$ cat src/rtl/alu_issue_queue_pkg.sv
// Shared opcode constants, latency-class boundary and FSM encoding for the ALU issue queue.
package alu_issue_queue_pkg;

  localparam int unsigned OP_W = 5;

  localparam logic [OP_W-1:0] OP_AND  = 5'b00000;
  localparam logic [OP_W-1:0] OP_OR   = 5'b00001;
  localparam logic [OP_W-1:0] OP_XOR  = 5'b00010;
  localparam logic [OP_W-1:0] OP_ADD  = 5'b00011;
  localparam logic [OP_W-1:0] OP_SUB  = 5'b00100;
  localparam logic [OP_W-1:0] OP_SLL  = 5'b00101;
  localparam logic [OP_W-1:0] OP_SRL  = 5'b00110;
  localparam logic [OP_W-1:0] OP_SRA  = 5'b00111;
  localparam logic [OP_W-1:0] OP_MUL  = 5'b01000;
  localparam logic [OP_W-1:0] OP_MULH = 5'b01001;
  localparam logic [OP_W-1:0] OP_DIV  = 5'b01010;
  localparam logic [OP_W-1:0] OP_DIVU = 5'b01011;
  localparam logic [OP_W-1:0] OP_REM  = 5'b01100;
  localparam logic [OP_W-1:0] OP_REMU = 5'b01101;
  localparam logic [OP_W-1:0] OP_ABS  = 5'b01110;

  // Opcodes below this value complete after a fixed number of cycles.
  localparam logic [OP_W-1:0] OP_VAR_BASE = 5'b01000;

  typedef enum logic [1:0] {
    S_IDLE  = 2'd0,
    S_ISSUE = 2'd1,
    S_WAIT  = 2'd2,
    S_HOLD  = 2'd3
  } state_e;

  function automatic logic is_fixed_lat(input logic [OP_W-1:0] op);
    return op < OP_VAR_BASE;
  endfunction

endpackage

$ cat src/rtl/alu_issue_queue_cmd_fifo.sv
// Command FIFO: power-of-two depth, head read without pop, count-derived full/empty flags.
module alu_cmd_fifo #(
  parameter  int unsigned DEPTH = 4,
  parameter  int unsigned DW    = 8,
  localparam int unsigned PTR_W = (DEPTH > 1) ? $clog2(DEPTH) : 1,
  localparam int unsigned CNT_W = $clog2(DEPTH) + 1
) (
  input  logic             clk,
  input  logic             rst,
  input  logic             push_i,
  input  logic [DW-1:0]    wdata_i,
  input  logic             pop_i,
  output logic [DW-1:0]    head_o,
  output logic             full_o,
  output logic             empty_o,
  output logic [CNT_W-1:0] count_o
);

  logic [DW-1:0]    mem_q [DEPTH];
  logic [PTR_W-1:0] wr_ptr_q, rd_ptr_q;
  logic [CNT_W-1:0] count_q, count_d;
  logic             full_q, empty_q;
  logic             do_push, do_pop;

  // A push while full is dropped even if a pop happens in the same cycle.
  assign do_push = push_i && !full_q;
  assign do_pop  = pop_i && !empty_q;

  always_comb begin
    count_d = count_q;
    if (do_push && !do_pop) begin
      count_d = count_q + CNT_W'(1);
    end else if (!do_push && do_pop) begin
      count_d = count_q - CNT_W'(1);
    end
  end

  always_ff @(posedge clk or negedge rst) begin
    if (!rst) begin
      wr_ptr_q <= '0;
      rd_ptr_q <= '0;
      count_q  <= '0;
      full_q   <= 1'b0;
      empty_q  <= 1'b1;
    end else begin
      if (do_push) wr_ptr_q <= wr_ptr_q + PTR_W'(1);
      if (do_pop)  rd_ptr_q <= rd_ptr_q + PTR_W'(1);
      count_q <= count_d;
      full_q  <= (count_d == CNT_W'(DEPTH));
      empty_q <= (count_d == '0);
    end
  end

  // Storage carries no reset; validity is tracked by the pointers and count.
  always_ff @(posedge clk) begin
    if (do_push) mem_q[wr_ptr_q] <= wdata_i;
  end

  assign head_o  = mem_q[rd_ptr_q];
  assign full_o  = full_q;
  assign empty_o = empty_q;
  assign count_o = count_q;

endmodule

$ cat src/rtl/alu_issue_queue.sv
// Queues ALU commands, issues the head entry to the ALU, and holds its result until accepted.
module alu_issue_queue
  import alu_issue_queue_pkg::*;
#(
  parameter  int unsigned WIDTH     = 32,
  parameter  int unsigned DEPTH     = 4,
  parameter  int unsigned FIXED_LAT = 2,
  parameter  int unsigned TIMEOUT   = 255,
  localparam int unsigned OCC_W     = $clog2(DEPTH) + 1
) (
  input  logic             clk,
  input  logic             rst,
  input  logic             cmd_valid,
  output logic             cmd_ready,
  input  logic [4:0]       cmd_op,
  input  logic [WIDTH-1:0] cmd_a,
  input  logic [WIDTH-1:0] cmd_b,
  input  logic             cmd_rs1_signed,
  input  logic             cmd_rs2_signed,
  output logic             alu_start,
  output logic [4:0]       alu_op,
  output logic [WIDTH-1:0] alu_a,
  output logic [WIDTH-1:0] alu_b,
  output logic             alu_rs1_signed,
  output logic             alu_rs2_signed,
  input  logic             alu_busy,
  input  logic             alu_valid,
  input  logic [WIDTH-1:0] alu_result,
  output logic             res_valid,
  input  logic             res_ready,
  output logic [WIDTH-1:0] res_data,
  output logic             res_timeout,
  output logic [OCC_W-1:0] occupancy
);

  localparam int unsigned ENTRY_W = OP_W + 2 * WIDTH + 2;
  localparam int unsigned CNT_W   = $clog2(TIMEOUT + 1);

  logic [ENTRY_W-1:0] fifo_wdata, fifo_head;
  logic               fifo_full, fifo_empty, fifo_pop;

  state_e             state_q, state_d;
  logic [CNT_W-1:0]   cnt_q, cnt_d;
  logic               load_head;
  logic               alu_start_q;
  logic [OP_W-1:0]    alu_op_q;
  logic [WIDTH-1:0]   alu_a_q, alu_b_q;
  logic               alu_s1_q, alu_s2_q;
  logic               res_valid_q, res_valid_d;
  logic               res_timeout_q, res_timeout_d;
  logic [WIDTH-1:0]   res_data_q, res_data_d;

  assign fifo_wdata = {cmd_op, cmd_a, cmd_b, cmd_rs1_signed, cmd_rs2_signed};

  alu_cmd_fifo #(
    .DEPTH (DEPTH),
    .DW    (ENTRY_W)
  ) u_fifo (
    .clk     (clk),
    .rst     (rst),
    .push_i  (cmd_valid),
    .wdata_i (fifo_wdata),
    .pop_i   (fifo_pop),
    .head_o  (fifo_head),
    .full_o  (fifo_full),
    .empty_o (fifo_empty),
    .count_o (occupancy)
  );

  always_comb begin
    state_d       = state_q;
    cnt_d         = cnt_q;
    res_valid_d   = res_valid_q;
    res_timeout_d = res_timeout_q;
    res_data_d    = res_data_q;
    load_head     = 1'b0;
    fifo_pop      = 1'b0;
    case (state_q)
      S_IDLE: begin
        if (!fifo_empty && !alu_busy) begin
          state_d   = S_ISSUE;
          load_head = 1'b1;
        end
      end
      S_ISSUE: begin
        state_d = S_WAIT;
        cnt_d   = '0;
      end
      S_WAIT: begin
        cnt_d = cnt_q + CNT_W'(1);
        // A legitimate capture wins over an abort landing on the same cycle.
        if (is_fixed_lat(alu_op_q) ? (cnt_q == CNT_W'(FIXED_LAT - 1)) : alu_valid) begin
          state_d     = S_HOLD;
          res_valid_d = 1'b1;
          res_data_d  = alu_result;
        end else if (cnt_q == CNT_W'(TIMEOUT - 1)) begin
          state_d       = S_HOLD;
          res_valid_d   = 1'b1;
          res_timeout_d = 1'b1;
          res_data_d    = '0;
        end
      end
      S_HOLD: begin
        if (res_ready) begin
          state_d       = S_IDLE;
          fifo_pop      = 1'b1;
          res_valid_d   = 1'b0;
          res_timeout_d = 1'b0;
        end
      end
      default: state_d = S_IDLE;
    endcase
  end

  always_ff @(posedge clk or negedge rst) begin
    if (!rst) begin
      state_q       <= S_IDLE;
      cnt_q         <= '0;
      alu_start_q   <= 1'b0;
      res_valid_q   <= 1'b0;
      res_timeout_q <= 1'b0;
      res_data_q    <= '0;
    end else begin
      state_q       <= state_d;
      cnt_q         <= cnt_d;
      alu_start_q   <= (state_d == S_ISSUE);
      res_valid_q   <= res_valid_d;
      res_timeout_q <= res_timeout_d;
      res_data_q    <= res_data_d;
    end
  end

  // Head fields are latched at issue so they stay put until the entry pops.
  always_ff @(posedge clk or negedge rst) begin
    if (!rst) begin
      alu_op_q <= '0;
      alu_a_q  <= '0;
      alu_b_q  <= '0;
      alu_s1_q <= 1'b0;
      alu_s2_q <= 1'b0;
    end else if (load_head) begin
      {alu_op_q, alu_a_q, alu_b_q, alu_s1_q, alu_s2_q} <= fifo_head;
    end
  end

  assign cmd_ready      = !fifo_full;
  assign alu_start      = alu_start_q;
  assign alu_op         = alu_op_q;
  assign alu_a          = alu_a_q;
  assign alu_b          = alu_b_q;
  assign alu_rs1_signed = alu_s1_q;
  assign alu_rs2_signed = alu_s2_q;
  assign res_valid      = res_valid_q;
  assign res_timeout    = res_timeout_q;
  assign res_data       = res_data_q;

endmodule

$ cat config.mk
export PLATFORM = sky130hd
export DESIGN_NAME = alu_issue_queue
export DESIGN_NICKNAME = d
export VERILOG_FILES = /design/src/rtl/alu_issue_queue_pkg.sv /design/src/rtl/alu_issue_queue_cmd_fifo.sv /design/src/rtl/alu_issue_queue.sv
export SDC_FILE = /design/constraint.sdc
export NUM_CORES = 1
export LEC_CHECK = 0
export BUFFER_PORTS_ARGS = -buffer_cell sky130_fd_sc_hd__buf_2
export CAP_MARGIN = 20
export CELL_PAD_IN_SITES_DETAIL_PLACEMENT = 1
export CELL_PAD_IN_SITES_GLOBAL_PLACEMENT = 1
export CORE_ASPECT_RATIO = 2
export CORE_MARGIN = 3
export CORE_UTILIZATION = 49
export CTS_CLUSTER_DIAMETER = 30
export CTS_CLUSTER_SIZE = 12
export DETAILED_ROUTE_END_ITERATION = 8
export HOLD_SLACK_MARGIN = 0.02
export PLACE_DENSITY = 0.85
export SETUP_SLACK_MARGIN = 0.1
export SLEW_MARGIN = 20
export SYNTH_ARGS = -nofsm -noshare
export SYNTH_HDL_FRONTEND = slang
export SYNTH_SLANG_ARGS = --single-unit
$ cat constraint.sdc
create_clock -name clk -period 3.4 [get_ports clk]
set_input_delay 0.34 -clock clk [delete_from_list [all_inputs] [get_ports clk]]
set_output_delay 0.34 -clock clk [all_outputs]
set_load 0.01 [all_outputs]
==> impl_metrics.env <==
export IMPL_required_ns=3.88
export IMPL_synth_xor_area_share_pct=0.3429
export IMPL_post_cts_setup_buffers=0
export IMPL_period_minus_slack_ns=2.872
export IMPL_synth_cell_area_um2=15330
export IMPL_r2r_end="res_data[20]"
export IMPL_grt_usage_pct=23.41
export IMPL_fin_tns_setup_ns=0
export IMPL_io_pins=219
export IMPL_rsz0062_at_grt="false"
export IMPL_seq_area_frac_synth_pct=76.06
export IMPL_nets=1220
export IMPL_hpwlAfterDp_um=21690
export IMPL_status="finished clean"
export IMPL_cp_startpoint="state_q[0]"
export IMPL_slew_violations=0
export IMPL_final_layout_size_suffix_gt1_share_pct=41.00
export IMPL_clockBufferDepth=3
export IMPL_drc=0
export IMPL_die_w_um=131.1
export IMPL_synth_fp_nets=865
export IMPL_async_flop_share_pct=30.56
export IMPL_wl_um=38250
export IMPL_instances_no_fill=1558
export IMPL_root_buffer="clkbuf_16"
export IMPL_vdd_drop_max_mv=0.6799
export IMPL_clock_skew_ns=0.01581
export IMPL_drv_cap=0
export IMPL_start_util_pct=49.67
export IMPL_cp_max_fo=33
export IMPL_synth_compound_area_share_pct=3.143
export IMPL_fin_crit_sh_pct=84.46
export IMPL_num_vias=8478
export IMPL_cts_buffers=50
export IMPL_p_per_area_nw_per_um2=898.0
export IMPL_path_class="reg -> reg"
export IMPL_overflow=0
export IMPL_grt_max_degree=93
export IMPL_clk_pin_slew_ns=0.06
export IMPL_synthTopCellsByArea="edfxtp_1, dfrtp_1, mux4_2"
export IMPL_synth_adder_area_share_pct=1.143
export IMPL_synthFlopType="edfxtp_1"
export IMPL_place_inst=1360
export IMPL_fp_dieH_um=256.1
export IMPL_ff2ff_setup_slack_ns=0.53
export IMPL_coreArea_um2=30860
export IMPL_viasPerCell=5.442
export IMPL_io_buffers=218
export IMPL_synthSimpleGateAreaFrac_pct=2.261
export IMPL_worst_setup_path_start_kind="flip-flop"
export IMPL_insertion_delay_ns=0.55
export IMPL_drt_iter0_drc=452
export IMPL_cts_sinks=409
export IMPL_yosysMostFrequentCell="edfxtp_1"
export IMPL_yosysUniqueCellTypes=49
export IMPL_routedWlPerCell_um=24.55
export IMPL_crit_path_end_kind="flip-flop"
export IMPL_synth_top_family_by_area="multiplexers"
export IMPL_syn_avg_cell_area_um2=20.66
export IMPL_hold_class="in -> reg"
export IMPL_synth_yosys_warnings=0
export IMPL_crit_path_max_incr_delay_ns=0.58
export IMPL_grt_pass1_wl_um=58680
export IMPL_antenna_found_initial=1
export IMPL_gp_congestion=0.7342
export IMPL_htreeDepth=2
export IMPL_rr_startpoint="state_q[0]"
export IMPL_ant_nets=0
export IMPL_synth_commonest_cells="edfxtp_1, dfrtp_1, mux2_2, mux4_2, a22o_1"
export IMPL_endpoint="res_data[20]"
export IMPL_critPathSlowestCell="a21o_2"
export IMPL_crit_chain="inv_1 > ha_1 > or4b_4 > nor4_4 > a21o_2 > a22o_1"
export IMPL_num_rows=91
export IMPL_hold_viol_final=0
export IMPL_total_leakage_power_nw=7.509
export IMPL_synth_edff_count=284
export IMPL_grt_pass1_vias=9775
export IMPL_post_synth_top_area_cell="edfxtp_1"
export IMPL_worstPathArrival_ns=3.35
export IMPL_cts_hold_buf=103
export IMPL_syn_to_final_growth_pct=28.57
export IMPL_syn_inst=742
export IMPL_timing_fmax_ghz=0.3482
export IMPL_dieArea_um2=33570
export IMPL_r2r_cells=6
export IMPL_ys_seq_elements=409
export IMPL_worst_pin_slew_ns=0.9442
export IMPL_nFillCells=2633
export IMPL_synth_area_mux_share_pct=15.65
export IMPL_relSlewSlack_pct=37.06
export IMPL_setup_viol=0
export IMPL_first_pass_iters=4
export IMPL_postCtsResizedCells=0
export IMPL_cts_tree="built"
export IMPL_synth_top_area_share_pct=55.64
[cell usage in the layout, fill, tap and decap left out, drive strengths merged, types with 3 or more instances in the layout]
master	Yosys	routed
edfxtp	284	284
buf	14	233
dfrtp	124	124
dlygate4sd3	0	103
clkbuf	19	74
mux4	71	71
mux2	71	71
a22o	33	33
inv	13	22
ha	14	14
nand2	13	13
nor2	12	12
o21ai	12	12
clkinv	0	10
nand3	7	7
xnor2	5	5
and2	5	5
nor3	4	4
nor2b	3	3
and3	3	3
o21a	3	3
a21oi	3	3
[routing by layer]
layer,global-route usage (%),up-vias,wire (um)
li1,-,3680,-
met3,3.759,72,1783
met2,44.41,276,22170
met4,8.066,0,1170
met5,0,-,0
met1,25.53,4450,13130
[through the flow]
stage	util, %	hold WS [ns]	total power, mW	instance area (um^2)	setup slack, ns
after floorplan	-	0.04441	10.47	15330	0.5545
after global placement	55.10	0.4744	12.11	17000	0.8132
after detailed placement	55.10	0.4870	12.38	17000	0.6672
after CTS	63.86	0.02321	17.79	19700	0.6306
after global routing	63.87	0.02604	18.54	19710	0.3648
final	63.87	0.04427	17.70	19710	0.5284
[logic make-up after synthesis]
family	count (synthesis)
adder cells (fa/ha/maj)	14
XOR/XNOR	6
AND/OR/NAND/NOR	62
multiplexers	142
buffers and inverters	46
AO/OA/AOI/OAI	63
flip-flops	409
[layout make-up]
type	count	area, um^2	share of cell area (%)
Sequential cell	409	11660	59.19
Multi-Input combinational cell	287	3467	17.59
Timing Repair Buffer	336	2328	11.82
Clock buffer	74	1499	7.606
Tap cell	418	523.0	2.654
Clock inverter	20	172.7	0.8762
Inverter	13	48.80	0.2476
Antenna cell	1	2.502	0.01270
[worst min-delay path by stage]
stage                      from                   to  slack (ns)  cells after the start
floorplan                   rst             alu_a[0]        0.04                      0
global placement    res_timeout          res_timeout        0.47                      1
detailed placement  res_data[6]          res_data[6]        0.49                      1
CTS                   cmd_a[19]  u_fifo.mem_q[2][53]        0.02                      1
global route          cmd_a[19]  u_fifo.mem_q[2][53]        0.03                      1
finish                cmd_a[19]  u_fifo.mem_q[2][53]        0.04                      1
[power by group]
part	total (mW)	internal, mW	switching, mW
logic	4.87	2.43	2.44
clock network	5.23	3.17	2.06
registers	7.60	6.76	0.836
total	17.7	12.4	5.34
[critical path, delay by kind of cell, from the launching register on]
family | cells | cell delay, ns
buffers and inverters | 1 | 0.17
AOI/OAI and AO/OA | 2 | 0.85
and+or+nand+nor | 2 | 0.85
adders and majority gates | 1 | 0.48
DFF | 1 | 0.44
[registers in the layout, summed over array words and instances, names as in the netlist]
signal / flops
alu_rs1_signed: 1
u_fifo.full_o: 1
cnt_q: 8
alu_b: 32
u_fifo.rd_ptr_q: 2
alu_start: 1
res_data: 32
u_fifo.wr_ptr_q: 2
state_q: 2
alu_rs2_signed: 1
u_fifo.empty_o: 1
alu_op: 5
res_valid: 1
alu_a: 32
res_timeout: 1
u_fifo.count_o: 3
u_fifo.mem_q: 284
Note: power is estimated with default switching activity, not from simulation.
